$ cat src/rtl/clock_divider_multi.sv
// clock_divider_multi
//   Bank of NCH independent programmable clock dividers, all running on
//   clock_in. Each channel produces a registered divided clock whose period
//   and high-phase length are set at run time, plus a one-cycle tick at the
//   start of every period. New settings are staged on a load strobe and take
//   effect only at a period boundary (or straight away while the channel is
//   disabled), so a running output never sees a truncated period.
//
// Parameters
//   NCH      number of channels (1..8)
//   CW       width of counter, divisor and high count
//   DEF_DIV  divisor used after reset; high count defaults to DEF_DIV/2
//
// Ports
//   clock_in   in   system clock, rising edge
//   rst_n      in   asynchronous active-low reset
//   enable     in   [NCH]      per-channel run enable
//   load       in   [NCH]      per-channel strobe capturing divisor/high_cnt
//   divisor    in   [NCH*CW]   channel i period, bits [i*CW +: CW]
//   high_cnt   in   [NCH*CW]   channel i high-phase length, same packing
//   clock_out  out  [NCH]      registered divided clocks
//   tick       out  [NCH]      registered period-start pulses
//   pending    out  [NCH]      staged settings awaiting a period boundary
module clock_divider_multi #(
  parameter int NCH     = 2,
  parameter int CW      = 25,
  parameter int DEF_DIV = 1000
) (
  input  logic              clock_in,
  input  logic              rst_n,
  input  logic [NCH-1:0]    enable,
  input  logic [NCH-1:0]    load,
  input  logic [NCH*CW-1:0] divisor,
  input  logic [NCH*CW-1:0] high_cnt,
  output logic [NCH-1:0]    clock_out,
  output logic [NCH-1:0]    tick,
  output logic [NCH-1:0]    pending
);

  localparam logic [CW-1:0] DEF_D = CW'(DEF_DIV);
  localparam logic [CW-1:0] DEF_H = CW'(DEF_DIV / 2);
  localparam logic [CW-1:0] MIN_D = CW'(2);
  localparam logic [CW-1:0] ONE   = CW'(1);

  for (genvar i = 0; i < NCH; i++) begin : g_ch
    logic [CW-1:0] cnt;
    logic [CW-1:0] act_div;
    logic [CW-1:0] act_high;
    logic [CW-1:0] stg_div;
    logic [CW-1:0] stg_high;
    logic          pend;
    logic          clk_q;
    logic          tick_q;

    logic [CW-1:0] raw_div;
    logic [CW-1:0] in_div;
    logic [CW-1:0] in_high;
    logic          boundary;
    logic          apply;

    assign raw_div  = divisor[i*CW +: CW];
    // A divisor of 0 or 1 cannot produce a two-phase clock; clamp to 2.
    assign in_div   = (raw_div < MIN_D) ? MIN_D : raw_div;
    assign in_high  = high_cnt[i*CW +: CW];

    assign boundary = enable[i] && (cnt == act_div - ONE);
    // Settings may take effect at the end of a period, or at any time while
    // the channel is idle since there is no period in flight to disturb.
    assign apply    = boundary || !enable[i];

    always_ff @(posedge clock_in or negedge rst_n) begin
      if (!rst_n) begin
        cnt      <= '0;
        act_div  <= DEF_D;
        act_high <= DEF_H;
        stg_div  <= DEF_D;
        stg_high <= DEF_H;
        pend     <= 1'b0;
        clk_q    <= 1'b0;
        tick_q   <= 1'b0;
      end else begin
        if (enable[i]) begin
          cnt <= boundary ? '0 : cnt + ONE;
        end else begin
          cnt <= '0;
        end

        clk_q  <= enable[i] && (cnt < act_high);
        tick_q <= enable[i] && (cnt == '0);

        if (load[i]) begin
          stg_div  <= in_div;
          stg_high <= in_high;
        end

        // A load coinciding with an apply point bypasses staging, so the
        // freshly presented values win over any older staged ones.
        if (apply) begin
          if (load[i]) begin
            act_div  <= in_div;
            act_high <= in_high;
          end else if (pend) begin
            act_div  <= stg_div;
            act_high <= stg_high;
          end
          pend <= 1'b0;
        end else if (load[i]) begin
          pend <= 1'b1;
        end
      end
    end

    assign clock_out[i] = clk_q;
    assign tick[i]      = tick_q;
    assign pending[i]   = pend;
  end

endmodule

$ cat config.mk
export PLATFORM = sky130hd
export DESIGN_NAME = clock_divider_multi
export DESIGN_NICKNAME = d
export VERILOG_FILES = /design/src/rtl/clock_divider_multi.sv
export SDC_FILE = /design/constraint.sdc
export NUM_CORES = 1
export LEC_CHECK = 0
export CORE_MARGIN = 2
export CORE_UTILIZATION = 60
export CTS_BUF_LIST = sky130_fd_sc_hd__clkbuf_8 sky130_fd_sc_hd__clkbuf_16
export CTS_CLUSTER_SIZE = 14
export DETAILED_ROUTE_END_ITERATION = 7
export PLACE_DENSITY_LB_ADDON = 0.3
export SLEW_MARGIN = 5
export SYNTH_ARGS = -nofsm -noshare
export SYNTH_HDL_FRONTEND = slang
export SYNTH_SLANG_ARGS = --single-unit
$ cat constraint.sdc
create_clock -name clock_in -period 4.6 [get_ports clock_in]
set_clock_uncertainty 0.15 [all_clocks]
set_input_delay 0.92 -clock clock_in [delete_from_list [all_inputs] [get_ports clock_in]]
set_output_delay 0.92 -clock clock_in [all_outputs]
set_load 0.1 [all_outputs]
# Yosys cells after proc, flatten, opt, wreduce, memory -nomap -nowiden
# Cells that the tools add are included.
[word_totals]
ff_bits = 256
out_inout_bits = 6
input_bits = 106
[classes]
muxes = 18
add_sub_neg = 4
reduce_logical = 18
n_lt_le_gt_ge = 4
eq_ne = 2
[ops]
columns = ["operator", "n"]
rows = [
  ["2-to-1 mux 25 bit", 14],
  ["adder 25 x 1 -> 25 bit, second input constant", 2],
  ["== test 25 bit", 2],
  ["zero test 25 bit", 2],
  ["< comparator 25 x 2 -> 1 bit, second input constant", 2],
  ["< comparator 25 bit", 2],
  ["subtractor 25 x 1 -> 25 bit, second input constant", 2],
  ["nonzero test 2 bit", 4],
  ["logical AND 1 bit", 6],
  ["2-to-1 mux 1 bit", 4],
  ["AND reduction 2 bit", 2],
  ["zero test 1 bit", 2],
  ["logical OR 1 bit", 2],
]

# Depth between registers and ports, before layout
# Gate-level depths: netlist (run 1).
[depth]
depth_word = 5
depth_mapped = 14
mapped_depth_nobuf = 10

# Least setup slack after synthesis (run 1)
# No wires, ideal clock.
[synth_path]
kind = "reg-to-reg"
start = "register g_ch[1].act_div[0]"
end = "register g_ch[1].act_div[0]"
arrival_time_ps = 3337
setup_slack_ps = 988
period_less_slack_ps = 3612
path_buffers = 1
stages_incl_launch_ff = 12
cell_sequence = "dfrtp_1 > inv_1 > ha_1 > or4b_4 > or3_1 > a2111oi_2 > nand4_1 > a2111oi_4 > a41oi_4 > nor2_8 > buf_12 > mux2_4"
[synth_via]
elab_chain_cells = 5
[synth_rtl]
columns = ["item", "line_no", "rtl"]
rows = [
  ["start, declared", "47", "logic [CW-1:0] act_div;"],
  ["start signal, assigned", "100", "act_div <= in_div;"],
  ["start signal, assigned", "103", "act_div <= stg_div;"],
  ["subtractor 25 x 1 -> 25 bit", "66", "assign boundary = enable[i] && (cnt == act_div - ONE);"],
  ["== test 25 bit", "66", ""],
  ["logical AND 1 bit", "66", ""],
  ["logical OR 1 bit", "69", "assign apply = boundary || !enable[i];"],
  ["AND reduction 2 bit (no line)", "--", ""],
]
# No other way between the ends.
# A chain may end at the register's enable or synchronous reset.

# Worst setup path after layout (run 1)
[layout_path]
start = "register g_ch[1].act_div[0]"
end = "register g_ch[1].act_high[14]"
[layout_via]
elab_chain_cells = 5
[layout_rtl]
columns = ["item", "line_no", "rtl"]
rows = [
  ["subtractor 25 x 1 -> 25 bit", "66", ""],
  ["== test 25 bit", "66", ""],
  ["logical AND 1 bit", "66", ""],
  ["logical OR 1 bit", "69", ""],
  ["AND reduction 2 bit (no line)", "--", ""],
  ["end signal, assigned", "101", "act_high <= in_high;"],
  ["end signal, assigned", "104", "act_high <= stg_high;"],
  ["end, declared", "48", "logic [CW-1:0] act_high;"],
]
# No other way between the ends.

==> results.yml, run 1 <==
drt:
  first_pass_iters: 5
  via_per_inst: 5.99
  num_vias: 11600
  wl_per_cell_um: 18.1
  drtIter0Drc: 712
  routed_wirelength_um: 34900
  drc_errors: 0
  final_antenna_net_count: 0
clock_tree:
  cts_made_buffers: 28
  cts_tree: "done"
  post_cts_buffers: 0
  numClockSinks: 256
  cts_resized: 0
  clk_pin_slew_ps: 60
  holdBufCountCts: 0
  clk_latency_ps: 550
  clockBufferDepth: 3
  htree_levels: 1
  root_buffer: "clkbuf_16"
floorplan:
  dieArea_um2: 26700
  io_pins: 112
  initial_utilization_pct: 60.9
  row_count: 58
  die_height_um: 163
  core-area_um2: 25000
  die_w_um: 163
yosys:
  synth_seq_cells: 256
  ys_warn_count: 0
  synth_most_common_cell: "dfrtp_1"
  async_flop_share_pct: 100
  avgSynthCellArea_um2: 10.0
  synth.distinct_cells: 70
  synth_top_area_share_pct: 34.1
  synth_area_um2: 15300
  synthTopCellsByCount: "dfrtp_1 (208), inv_1 (117), nor2_1 (104)"
  synth_top_flop_cell: "dfrtp_1"
  synth_edf_count: 0
  netlist_instances: 1519
  synth_fp_nets: 1679
  yosys.area.top_type: "dfrtp_1"
  synth_seq_area_share_pct: 42.4
  yosys-top-cells-area: "dfrtp_1 (34%), dfstp_2 (8.3%), mux2_4 (4.9%)"
critical_path:
  cp_top_family: "simple AND/OR/NAND/NOR gates"
  critPathMaxFanout: 19
  critical_path_buf_inv_count: 2
  startpoint_type: "flop"
  max_stage_delay_ps: 520
  crit_type: "flop to flop"
  crit_slowest_cell: "or4b_4"
  crit_chain: "inv_1, ha_1, or4b_4, or3_1, a2111oi_2, nand4_1, a2111oi_4, a41oi_4, nor2_8, buf_4, mux2_4"
  critPathCaptureType: "flop"
  required_ps: 4880
  worstPathArrival_ps: 4310
sta:
  tightest_slew_ps: 982
  finalSetupViolCount: 0
  rsz0062_at_grt: "no"
  finalSetupTns_ps: 0
  final-max-slew-violation-count: 0
  finalHoldViolCount: 0
  slew_headroom_pct: 34.3
  layout_min_cycle_time_ps: 4030
  fin_crit_sh_pct: 87.6
  fmax_ghz: 0.248
  finalWorstSetupSlack_ps: 569
global_routing:
  track_usage_pct: 26.5
  antenna_found_initial: 0
  grt_remaining_overflow: 0
  grt_pass1_wl_um: 58000
  grt_pass1_vias: 11600
  grt_max_degree: 99
power:
  pwr_density_cell_nw_per_um2: 373
  ir_drop_mv: 0.328
  power.leakage_uw: 0.00795
cells_and_area:
  finalNonFillerCells: 1930
  drive_above_1_share_pct: 14.6
  nets: 1738
  syn_to_final_growth_pct: 14.0
  diodes: 0
placed_design:
  port_buffers: 111
  dp_hpwl_um: 24200
  place_ws_ps: 603
  numPlacedInstances: 1878
  place_congestion: 0.940
outcome:
  status: "finished clean"
flow_run:
  drv_cap: 0
min_path:
  hold_class: "input pin to asynchronous set/reset pin"
[per-layer routing]
layer | GRT usage [%] | share of wire, % | up-vias
met3 | 3.05 | 3.4 | 80
met2 | 48.4 | 52 | 246
met1 | 33.1 | 41 | 5732
li1 | - | - | 5505
met5 | 0 | 0 | -
met4 | 7.89 | 2.7 | 0
[cells by family after synthesis]
kind of cell / synth area share, %
flops: 42.4
fa+ha+maj: 4.43
mux: 12.0
buf+inv: 6.36
simple gates: 21.1
xor+xnor: 5.74
compound gates: 7.97
[per-stage QoR]
step                power (uW)  util, %  hold WS (ps)  instance area, um^2
finish                    6490     69.4           197                17400
global route              6820     69.4           263                17400
CTS                       6530     69.4           248                17400
detailed placement        4350     65.8           333                16500
global placement          4270     65.8           330                16500
floorplan                 3890        -           310                15300
[sequential cells by signal (all words and copies together), names as in the netlist]
signal / cells
g_ch.stg_div: 50
g_ch.act_div: 50
g_ch.act_high: 50
g_ch.cnt: 50
g_ch.pend: 2
g_ch.tick_q: 2
g_ch.stg_high: 50
g_ch.clk_q: 2
[layout make-up]
| cell class | instances | area [um^2] |
|---|---|---|
| Tap cell | 330 | 413 |
| Inverter | 117 | 439 |
| Sequential cell | 256 | 6470 |
| Clock buffer | 37 | 825 |
| Clock inverter | 15 | 78.8 |
| Fill cell | 1894 | 7650 |
| Multi-Input combinational cell | 1043 | 7840 |
| Timing Repair Buffer | 132 | 1320 |
[worst paths after layout]
path | slack, ps | to | start | cells past startpoint
min in group clock_in | 340 | g_ch[0].stg_div[23]$_DFFE_PN0P_ | g_ch[0].stg_div[23]$_DFFE_PN0P_ | 2
max in group asynchronous | 3050 | g_ch[1].act_high[7]$_DFFE_PN1P_ | rst_n | 2
hold / removal | 200 | g_ch[0].stg_div[11]$_DFFE_PN0P_ | rst_n | 1
setup reg to reg | 570 | g_ch[1].act_high[14]$_DFFE_PN0P_ | g_ch[1].act_div[0]$_DFFE_PN0P_ | 11
hold reg to reg | 340 | g_ch[0].stg_div[23]$_DFFE_PN0P_ | g_ch[0].stg_div[23]$_DFFE_PN0P_ | 2
setup / recovery | 570 | g_ch[1].act_high[14]$_DFFE_PN0P_ | g_ch[1].act_div[0]$_DFFE_PN0P_ | 11
[cells in the final DEF (no fill, tap or decap), drive strengths merged, types with 41 or more instances in the layout]
| master | count |
|---|---|
| and3 | 41 |
| and4 | 51 |
| clkdlybuf4s50 | 107 |
| dfrtp | 208 |
| dfstp | 48 |
| ha | 54 |
| inv | 123 |
| mux2 | 99 |
| mux2i | 53 |
| nand2 | 100 |
| nor2 | 105 |
| nor3 | 74 |
| o221ai | 49 |
| xnor2 | 69 |
[report_power, final]
part	total, uW	switching, uW	internal, uW
clock	2170	918	1250
combinational	1470	782	688
sequential	2850	269	2580
total	6490	1970	4520
Power figures use the tool's default switching activity.
==> run 2, diff against run 1 <==
--- a/config.mk
+++ b/config.mk
@@ -11,7 +11,7 @@
 export CTS_CLUSTER_SIZE = 14
 export DETAILED_ROUTE_END_ITERATION = 7
 export PLACE_DENSITY_LB_ADDON = 0.3
-export SLEW_MARGIN = 5
+export SLEW_MARGIN = 20
 export SYNTH_ARGS = -nofsm -noshare
 export SYNTH_HDL_FRONTEND = slang
 export SYNTH_SLANG_ARGS = --single-unit
==> results of run 2 <==
No change in the layout: final DEF, timing and power equal those of run 1.
